## config.mk

```make
export PLATFORM = sky130hd
export DESIGN_NAME = smbus_reg_ctrl
export DESIGN_NICKNAME = d
export VERILOG_FILES = /design/src/rtl/smbus_reg_ctrl.sv
export SDC_FILE = /design/constraint.sdc
export NUM_CORES = 1
export LEC_CHECK = 0
export BUFFER_PORTS_ARGS = -buffer_cell sky130_fd_sc_hd__buf_2
export CORE_MARGIN = 2
export CORE_UTILIZATION = 61
export CTS_CLUSTER_SIZE = 10
export DETAILED_ROUTE_END_ITERATION = 10
export PLACE_DENSITY = 0.87
export SETUP_SLACK_MARGIN = 0.15
export SLEW_MARGIN = 5
export SYNTH_ARGS = -nofsm -noshare
export SYNTH_HDL_FRONTEND = slang
export SYNTH_SLANG_ARGS = --single-unit
```

## constraint.sdc

```tcl
create_clock -name CLK_IN -period 7.8 [get_ports CLK_IN]
set_input_delay 0 -clock CLK_IN [delete_from_list [all_inputs] [get_ports CLK_IN]]
set_output_delay 0 -clock CLK_IN [all_outputs]
set_load 0.03 [all_outputs]
```

## src/rtl/smbus_reg_ctrl.sv

```systemverilog
// Register-bank controller behind an SMBus slave: turns byte strobes into
// auto-incrementing register accesses and arbitrates the bank write port with local logic.
module smbus_reg_ctrl #(
  parameter int                      NUM_REGS = 16,
  parameter logic [NUM_REGS-1:0]     RO_MASK  = '0,
  parameter logic [NUM_REGS*8-1:0]   REG_INIT = '0
) (
  input  logic                       CLK_IN,
  input  logic                       RESET_N,
  input  logic [7:0]                 OFFSET,
  input  logic [7:0]                 DATA_OUT,
  input  logic                       WRITE_EN,
  input  logic                       READ_EN,
  input  logic                       START,
  input  logic                       STOP,
  output logic [7:0]                 DATA_IN,
  input  logic                       LOCAL_REQ,
  input  logic [7:0]                 LOCAL_ADDR,
  input  logic [7:0]                 LOCAL_WDATA,
  output logic                       LOCAL_ACK,
  output logic [NUM_REGS*8-1:0]      REG_BANK,
  output logic                       HOST_WR_STB,
  output logic [7:0]                 HOST_WR_ADDR
);

  localparam int              AW    = $clog2(NUM_REGS);
  localparam logic [8:0]      DEPTH = 9'(NUM_REGS);
  localparam logic [AW-1:0]   LAST  = AW'(NUM_REGS - 1);

  logic [7:0]    bank [NUM_REGS];
  logic [7:0]    ptr_reg;
  logic          first_reg;
  logic [7:0]    data_in_reg;
  logic          ack_reg;
  logic          wr_stb_reg;
  logic [7:0]    wr_addr_reg;

  logic [7:0]    ea;
  logic [AW-1:0] ea_idx;
  logic          ea_in_range;
  logic [7:0]    ptr_next;
  logic          host_wr;
  logic          grant;
  logic          local_in_range;
  logic [AW-1:0] local_idx;

  always_comb begin
    ea             = first_reg ? OFFSET : ptr_reg;
    ea_idx         = ea[AW-1:0];
    ea_in_range    = {1'b0, ea} < DEPTH;
    ptr_next       = (ea_in_range && ea_idx == LAST) ? 8'h00 : ea + 8'd1;
    host_wr        = WRITE_EN && ea_in_range && !RO_MASK[ea_idx];
    // Host strobes own the write port; a local grant also waits out its own ack cycle.
    grant          = LOCAL_REQ && !WRITE_EN && !READ_EN && !ack_reg;
    local_in_range = {1'b0, LOCAL_ADDR} < DEPTH;
    local_idx      = LOCAL_ADDR[AW-1:0];
  end

  always_ff @(posedge CLK_IN or negedge RESET_N) begin
    if (!RESET_N) begin
      ptr_reg     <= 8'h00;
      first_reg   <= 1'b0;
      data_in_reg <= 8'hFF;
      ack_reg     <= 1'b0;
      wr_stb_reg  <= 1'b0;
      wr_addr_reg <= 8'h00;
    end else begin
      if (WRITE_EN || READ_EN)
        ptr_reg <= ptr_next;
      if (STOP)
        first_reg <= 1'b0;
      else if (START)
        first_reg <= 1'b1;
      else if (WRITE_EN || READ_EN)
        first_reg <= 1'b0;
      // A simultaneous read and write is treated as a write only.
      if (READ_EN && !WRITE_EN)
        data_in_reg <= ea_in_range ? bank[ea_idx] : 8'hFF;
      ack_reg    <= grant;
      wr_stb_reg <= host_wr;
      if (host_wr)
        wr_addr_reg <= ea;
    end
  end

  always_ff @(posedge CLK_IN or negedge RESET_N) begin
    if (!RESET_N) begin
      for (int i = 0; i < NUM_REGS; i++)
        bank[i] <= REG_INIT[8*i +: 8];
    end else if (host_wr) begin
      bank[ea_idx] <= DATA_OUT;
    end else if (grant && local_in_range) begin
      bank[local_idx] <= LOCAL_WDATA;
    end
  end

  genvar gi;
  generate
    for (gi = 0; gi < NUM_REGS; gi++) begin : g_flat
      assign REG_BANK[8*gi +: 8] = bank[gi];
    end
  endgenerate

  assign DATA_IN      = data_in_reg;
  assign LOCAL_ACK    = ack_reg;
  assign HOST_WR_STB  = wr_stb_reg;
  assign HOST_WR_ADDR = wr_addr_reg;

endmodule
```

==> metrics.cfg, run 1 <==
[run_status]
outcome=complete, no violations

[die]
die-area_mm2=0.0165
coreArea_mm2=0.0152
io_pins=185
initial_core_util_pct=62.2
die_height_um=129
die_w_um=129
row_count=45

[clocking]
root_buffer=clkbuf_16
clock_latency_ns=0.44
h-tree-depth=4
ctsResizeCount=0
cts_sinks=155
path_clk_slew_ns=0.06
cts_buffer_depth=2
post-cts-setup-buffer-count=0
cts_tree=yes
cts_made_buffers=17

[yosys]
synth_seq_cells=155
syn-num-nets=1183
synth-seq-area-share_pct=41.1
synth_edf_count=0
synth_cell_types=66
syn_avg_cell_area_um2=8.30
syn_inst=1140
async_reset_ff_share_pct=100
synth_top_cell_area_share_pct=38.9
synth_top_cell_by_area=dfrtp_1
syn_area_mm2=0.00946
synth_commonest_cells=nand2_1 (148), dfrtp_1 (147), nor2_1 (136)
synthTopCellsByArea=dfrtp_1 (39%), nand3_1 (6.1%), nand2_1 (5.9%)
synthFlopType=dfrtp_1
yosysMostFrequentCell=nand2_1
ys_warn_count=0

[pwr]
p_clk_share_pct=20.7
power_density_mw_per_mm2=392
p_int_uw=2220
power_uw=4280
seqPwrFrac_pct=34.9
power_leakage_uw=0.00492
sw_frac_of_total_pct=48.1
pwr-share-comb_pct=44.4
p_switching_uw=2060
vdd_drop_max_mv=0.257

[timing]
hold_viol_final=0
fin_crit_ns=3.81
fin_tns_setup_ns=0
setup_viol=0
rsz0062_at_grt=no
slew-limit-headroom_pct=22.3
skew_ns=0.00968
fin_crit_sh_pct=48.9
fmax_ghz=0.262
worst_pin_slew_ns=1.15
final_max_slew_viol_count=0

[place]
hpwl_um=23300
io_buffer_count=184
placedInstanceArea_mm2=0.0102
gp_routability_congestion=0.978

[detailed_routing]
viasPerCell=7.28
ant_nets=0
wire_per_inst_um=25.1
drc_errors=0
drt_first_pass_iters=6
route.vias.total=10600
drtIter0Drc=1827
drt-total-wl_um=36600

[layout]
diodes=0
final_area_mm2=0.0109
post-route-util_pct=71.8
fill_cells=1171
largest_register_ffs=128
area_growth_syn_to_layout_pct=15.4
drive_gt1_share_pct=21.6
nNetsFinal=1296

[global_route]
grt_max_degree=80
antenna_found_initial=1
grt_pass1_vias=9752
grt_use_total_pct=44.5
grt_first_pass_wirelength_um=55200
grt-ovfl-total=0

[hold_path]
min_path_type=input port to register

[worst_setup_path]
cp.arrival_ns=4.10
criticalPathCategory=register to register
cp_max_fo=40
worst_setup_path_start_kind=register
cp-end-kind=register
critPathRequiredTime_ns=8.09

[flow_run]
cap_violations=0

-- final timing paths --
kind,cells past startpoint,start,slack (ns),endpoint
worst min register to register,2,HOST_WR_ADDR[1],0.48,HOST_WR_ADDR[1]
min in group asynchronous,2,RESET_N,0.15,REG_BANK[74]
worst max-delay path,8,first_reg,3.99,REG_BANK[127]
worst min-delay path,4,OFFSET[6],0.03,ptr_reg[6]
worst max register to register,8,first_reg,3.99,REG_BANK[127]
max in group asynchronous,3,RESET_N,6.15,REG_BANK[106]
-- repair_timing --
action                                  in CTS  in global routing
hold buffers                                 6                  0
endpoints found under the hold margin       73                  0
endpoints found under the setup margin       0                  0
-- layout make-up --
cell class,instances,area [µm²],area share [%]
Multi-Input combinational cell,865,5050,46.3
Sequential cell,155,3890,35.6
Timing Repair Buffer,202,1080,9.87
Clock buffer,21,450,4.13
Tap cell,188,235,2.15
Clock inverter,11,169,1.55
Inverter,12,45.0,0.413
-- power groups by stage --
stage / Combinational, µW / Sequential [µW] / Clock [µW]
6_report: 1900 / 1490 / 887
5_1_grt: 2020 / 1500 / 917
4_1_cts: 1860 / 1470 / 885
3_5_place_dp: 1850 / 1480 / 0
3_3_place_gp: 1810 / 1470 / 0
2_1_floorplan: 761 / 1920 / 0
-- critical path, stage by stage, from the launching register on --
cell and delay, ns:
dfrtp_2 0.84, or4b_1 0.49, o22a_1 0.45, nand2b_2 0.31, inv_2 0.54, buf_4 0.43, nor3_1 0.23, a221oi_1 0.29
a21oi_1 0.07
-- through the flow --
step	setup slack [ns]	cells	hold slack [ns]
2_1_floorplan	4.99	1140	-0.296
3_3_place_gp	4.17	1416	0.0732
3_5_place_dp	4.11	1416	0.0736
4_1_cts	4.09	1454	0.00918
5_1_grt	3.85	1454	0.0504
6_report	3.99	1454	0.0303
-- logic make-up after synthesis --
| kind of cell | after synthesis | synth area share (%) |
|---|---|---|
| flip-flops | 155 | 41.1 |
| multiplexers | 7 | 0.741 |
| AO/OA/AOI/OAI | 358 | 25.6 |
| buffers and inverters | 120 | 5.66 |
| XOR/XNOR | 7 | 0.648 |
| adder cells (fa/ha/maj) | 4 | 0.529 |
| AND/OR/NAND/NOR | 489 | 25.7 |
-- per-layer routing --
layer	track usage, %	share of wire [%]
met4	32.5	9.1
met3	13.8	15
met2	64.0	42
met1	56.9	34
met5	0	0
-- layout by cell type (no fill, tap or decap), types with 5 or more instances in the layout --
cell type / synthesis / final
nand2b_1: 8 / 7
o21ai_0: 66 / 66
a21oi_1: 42 / 42
buf_4: 4 / 12
a22oi_1: 64 / 64
nand3_1: 116 / 116
a2bb2oi_2: 8 / 8
dlygate4sd3_1: 0 / 6
o22ai_1: 24 / 24
buf_2: 18 / 183
a32o_1: 5 / 5
o211ai_1: 11 / 11
mux2i_1: 7 / 6
nand2_1: 148 / 148
dfstp_2: 8 / 8
nor2b_1: 20 / 20
o31ai_1: 15 / 15
nor4b_4: 6 / 6
nor3_1: 10 / 10
nor2_1: 136 / 136
a211oi_1: 9 / 9
clkbuf_16: 0 / 17
o221ai_1: 9 / 9
a31oi_1: 73 / 73
and2_1: 12 / 12
dfrtp_1: 147 / 146
or3_1: 5 / 5
inv_1: 8 / 8
Power figures use the tool's default switching activity.
==> run 2, diff against run 1 <==
- CORE_UTILIZATION: 61 -> 56
- PLACE_DENSITY: 0.87 -> 0.81
- clock period: 7.8 -> 3.7 ns (I/O delays scaled with it)
==> metrics.cfg, run 2 (same netlist as run 1, synthesis figures left out) <==
[timing]
fin_crit_ns=3.10
hold_viol_final=0
fin_crit_sh_pct=83.9
rsz0062_at_grt=no
fin_tns_setup_ns=0
skew_ns=0.00973
slew-limit-headroom_pct=36.0
setup_viol=0
fmax_ghz=0.322
holdWs_ns=0.0152
final_max_slew_viol_count=0
worst_pin_slew_ns=0.952

[clocking]
cts_sinks=155
cts_buffer_depth=2
cts_tree=yes
root_buffer=clkbuf_16
h-tree-depth=4
path_clk_slew_ns=0.07
cts_made_buffers=17
clock_latency_ns=0.44

[flow_run]
cap_violations=0

[layout]
area_growth_syn_to_layout_pct=16.1
nNetsFinal=1302
largest_register_ffs=128
drive_gt1_share_pct=22.2
final_cell_mix=buf_2 (183), nand2_1 (148), dfrtp_1 (146)
final_area_mm2=0.0110
multi_input_area_mm2=0.00505
final_common_cell=buf_2
regArea_mm2=0.00389
fill_cells=1359

[worst_setup_path]
critPathRequiredTime_ns=4.02
cp_max_fo=23
crit_chain=mux2i_1, inv_1, ha_1, o21ai_1, nor3_4, nor2_1, buf_4, nand2_1, o21ai_0
cp.arrival_ns=3.43
cp-end-kind=register
worst_setup_path_start_kind=register
criticalPathCategory=register to register
critical-path-slowest-cell=dfrtp_1
max_stage_delay_ns=0.91

[detailed_routing]
wire_per_inst_um=24.4
drtIter0Drc=1645
drt_first_pass_iters=7
drc_errors=0
route.vias.total=10400
viasPerCell=6.94
drt-total-wl_um=36400
ant_nets=0

[die]
row_count=47
initial_core_util_pct=57.2
die_w_um=134
io_pins=185
die_height_um=134
coreArea_mm2=0.0165
die-area_mm2=0.0179

[place]
io_buffer_count=184
hpwl_um=23800
gp_routability_congestion=1.01
placedInstanceArea_mm2=0.0104

[global_route]
grt_use_total_pct=40.4
antenna_found_initial=0
grt_max_degree=89
grt-ovfl-total=0
grt_first_pass_wirelength_um=55000
grt_pass1_vias=9461

[run_status]
outcome=complete, no violations

[pwr]
power_density_mw_per_mm2=812
vdd_drop_max_mv=0.489
power_uw=8920
power_leakage_uw=0.00493

[hold_path]
min_path_type=input port to register

==> run 2: cell types whose count changed in the layout (fill, tap and decap cells not counted), moves of 2 or more <==
cell and delta:
buf_4 +7, clkbuf_8 +4, dlygate4sd3_1 -2, bufinv_16 -3
clkinv_2 -2, clkinvlp_4 +2
==> run 2: critical path, delay by kind of cell (launching register included) <==
kind / cells / cell delay (ns)
adders and majority gates: 1 / 0.35
AOI/OAI and AO/OA: 2 / 0.36
buffers and inverters: 2 / 0.48
and+or+nand+nor: 3 / 0.68
DFF: 1 / 0.91
muxes: 1 / 0.20
==> run 2: per-stage QoR <==
stage,worst slack (ns),util [%],cells
after floorplan,0.890,-,1140
after global placement,0.799,62.6,1456
after detailed placement,0.747,62.6,1456
after CTS,0.714,66.4,1492
after global routing,0.381,66.4,1492
final,0.596,66.4,1493
==> run 2: layout make-up <==
cell class,instances,share of cell area [%]
timing repair buffer,208,10.3
inverter,12,0.410
tap,220,2.51
multi-input combinational,865,46.0
sequential,155,35.4
antenna,1,0.0228
clock inverter,8,0.764
clock buffer,24,4.57
==> run 2: where the power goes <==
group / switching (µW) / total, µW / internal (µW)
sequential: 816 / 3150 / 2340
combinational: 2790 / 4000 / 1210
clock: 746 / 1770 / 1020
total: 4350 / 8920 / 4570
==> run 2: final timing paths <==
check / startpoint / to / slack (ns) / cells after the start
hold / removal: OFFSET[7] / ptr_reg[7] / 0.02 / 4
min in group asynchronous: RESET_N / HOST_WR_ADDR[5] / 0.18 / 2
setup / recovery: ptr_reg[1] / REG_BANK[124] / 0.60 / 9
hold reg to reg: HOST_WR_ADDR[0] / HOST_WR_ADDR[0] / 0.48 / 2
setup reg to reg: ptr_reg[1] / REG_BANK[124] / 0.60 / 9
max in group asynchronous: RESET_N / REG_BANK[96] / 2.67 / 3
==> run 2: timing repair <==
action,CTS,global route
hold buffers,4,0
gates resized for setup,0,0
buffers inserted,0,0
hold endpoints to repair,81,0
==> run 2: routing by layer <==
layer | track usage (%) | routed length (µm)
met3 | 10.9 | 4950
met4 | 22.3 | 2300
met1 | 53.2 | 13200
met2 | 60.6 | 16000
met5 | 0 | 0
==> run 3, diff against run 2 <==
- clock period: 3.7 -> 3 ns (I/O delays scaled with it)
==> metrics.cfg, run 3 (same netlist as run 1, synthesis figures left out) <==
[worst_setup_path]
critPathRequiredTime_ns=3.36
critical_path.endpoint=REG_BANK[82]
cp-end-kind=register
critical-path-slowest-cell=a32o_1
worst_setup_path_start_kind=register
reg2reg_depth=7
criticalPathCategory=register to register
cp_max_fo=21
reg2reg_from=first_reg
worst_r2r_endpoint=REG_BANK[82]
worstSetupStartpoint=first_reg
crit_chain=or4_1, o22a_1, nand2b_2, inv_2, a32o_1, nor2_1, a31oi_1
max_stage_delay_ns=0.57
cp.arrival_ns=3.17
rrSetupSlack_ns=0.19

[layout]
final_common_cell=buf_2
nNetsFinal=1321
final_cell_mix=buf_2 (183), nand2_1 (148), dfrtp_1 (146)
drive_gt1_share_pct=23.5
diodes=0
area_growth_syn_to_layout_pct=18.3
largest_register_ffs=128

[place]
preCtsSetupSlack_ns=0.327
gp_routability_congestion=0.975
io_buffer_count=184
hpwl_um=25200

[die]
io_pins=185
die_w_um=134
row_count=47
die-area_mm2=0.0179
die_height_um=134
initial_core_util_pct=57.2
coreArea_mm2=0.0165

[detailed_routing]
route.vias.total=10600
viasPerCell=6.99
drtIter0Drc=1644
drt-total-wl_um=37400
wire_per_inst_um=24.8
drc_errors=0
ant_nets=0
drt_first_pass_iters=8

[global_route]
grtUsageMet1_pct=56.0
antenna_found_initial=0
met2_usage_pct=62.0
grt_busiest_layer=met2
grt_max_degree=89
grt_use_total_pct=41.6
grt_pass1_vias=9717
grt_first_pass_wirelength_um=56700
met3_usage_pct=9.33
grt-ovfl-total=0

[timing]
fin_tns_setup_ns=0
rsz0062_at_grt=yes
worst_slack_ns=0.185
slew-limit-headroom_pct=26.6
skew_ns=0.00771
fmax_ghz=0.355
hold_viol_final=0
final_max_slew_viol_count=0
fin_crit_sh_pct=93.8
setup_viol=0
worst_pin_slew_ns=1.09
fin_crit_ns=2.81

[clocking]
cts_buffer_depth=2
h-tree-depth=4
path_clk_slew_ns=0.06
post-cts-setup-buffer-count=0
cts_made_buffers=17
clock_latency_ns=0.44
cts_tree=yes
root_buffer=clkbuf_16
cts_sinks=155

[pwr]
power_density_mw_per_mm2=1010
power_leakage_uw=0.00506
vdd_drop_max_mv=0.639

[hold_path]
min_path_type=input port to register

[flow_run]
cap_violations=0

[run_status]
outcome=complete, no violations

-- run 3: cell count changes in the layout (fill, tap and decap cells not counted) --
cell	change
diode_2	-1
clkinv_2	-1
o22ai_2	+1
o22ai_1	-1
buf_4	+18
bufinv_16	+3
inv_6	+2
clkbuf_1	-1
buf_12	+1
clkbuf_8	-3
-- run 3: how the worst min path moves through the flow --
stage,from,to,cells after the start
final,OFFSET[6],ptr_reg[6],4
after global placement,RESET_N,REG_BANK[74],1
after floorplan,RESET_N,HOST_WR_ADDR[0],0
after global routing,OFFSET[6],ptr_reg[6],4
after detailed placement,RESET_N,HOST_WR_ADDR[6],1
after CTS,OFFSET[6],ptr_reg[6],4
-- run 3: cell type report --
| class | count | area, µm² |
|---|---|---|
| fill | 1347 | 5330 |
| multi-input combinational | 865 | 5060 |
| sequential | 155 | 3890 |
| timing repair buffer | 227 | 1280 |
| clock buffer | 20 | 457 |
| tap | 220 | 275 |
| clock inverter | 12 | 186 |
| inverter | 12 | 45.0 |
-- run 3: metal layers --
metal	routed length, µm	share of wire, %
met5	0	0
met4	2410	6.4
met3	4790	13
met2	16300	44
met1	13900	37
-- run 3: timing repair --
action	4_1_cts	5_1_grt
hold buffers	4	0
endpoints found under the hold margin	80	0
gates resized for setup	0	1
setup endpoints to repair	0	2
-- run 3: per-stage QoR --
stage               area (µm²)  cells  hold WS [ns]  utilization, %  total power [µW]
finish                   11200   1511        0.0112            67.8             11300
global route             11200   1511        0.0484            67.8             11800
CTS                      11200   1511       0.00327            67.7             11200
detailed placement       10500   1475         0.114            63.6              8800
global placement         10500   1475         0.110            63.6              8700
floorplan                 9460   1140        -0.296               -              6960
-- run 3: critical path: cells and delay by family, from the launching register on --
| kind | cells | cell delay, ns |
|---|---|---|
| AOI/OAI and AO/OA | 3 | 0.95 |
| buffers and inverters | 1 | 0.38 |
| DFF | 1 | 0.51 |
| and+or+nand+nor | 3 | 0.88 |
-- run 3: power breakdown --
part / internal [µW] / total, µW / switching [µW]
Sequential: 2880 / 3910 / 1030
Combinational: 1550 / 5020 / 3470
Clock: 1450 / 2390 / 938
Total: 5880 / 11300 / 5440
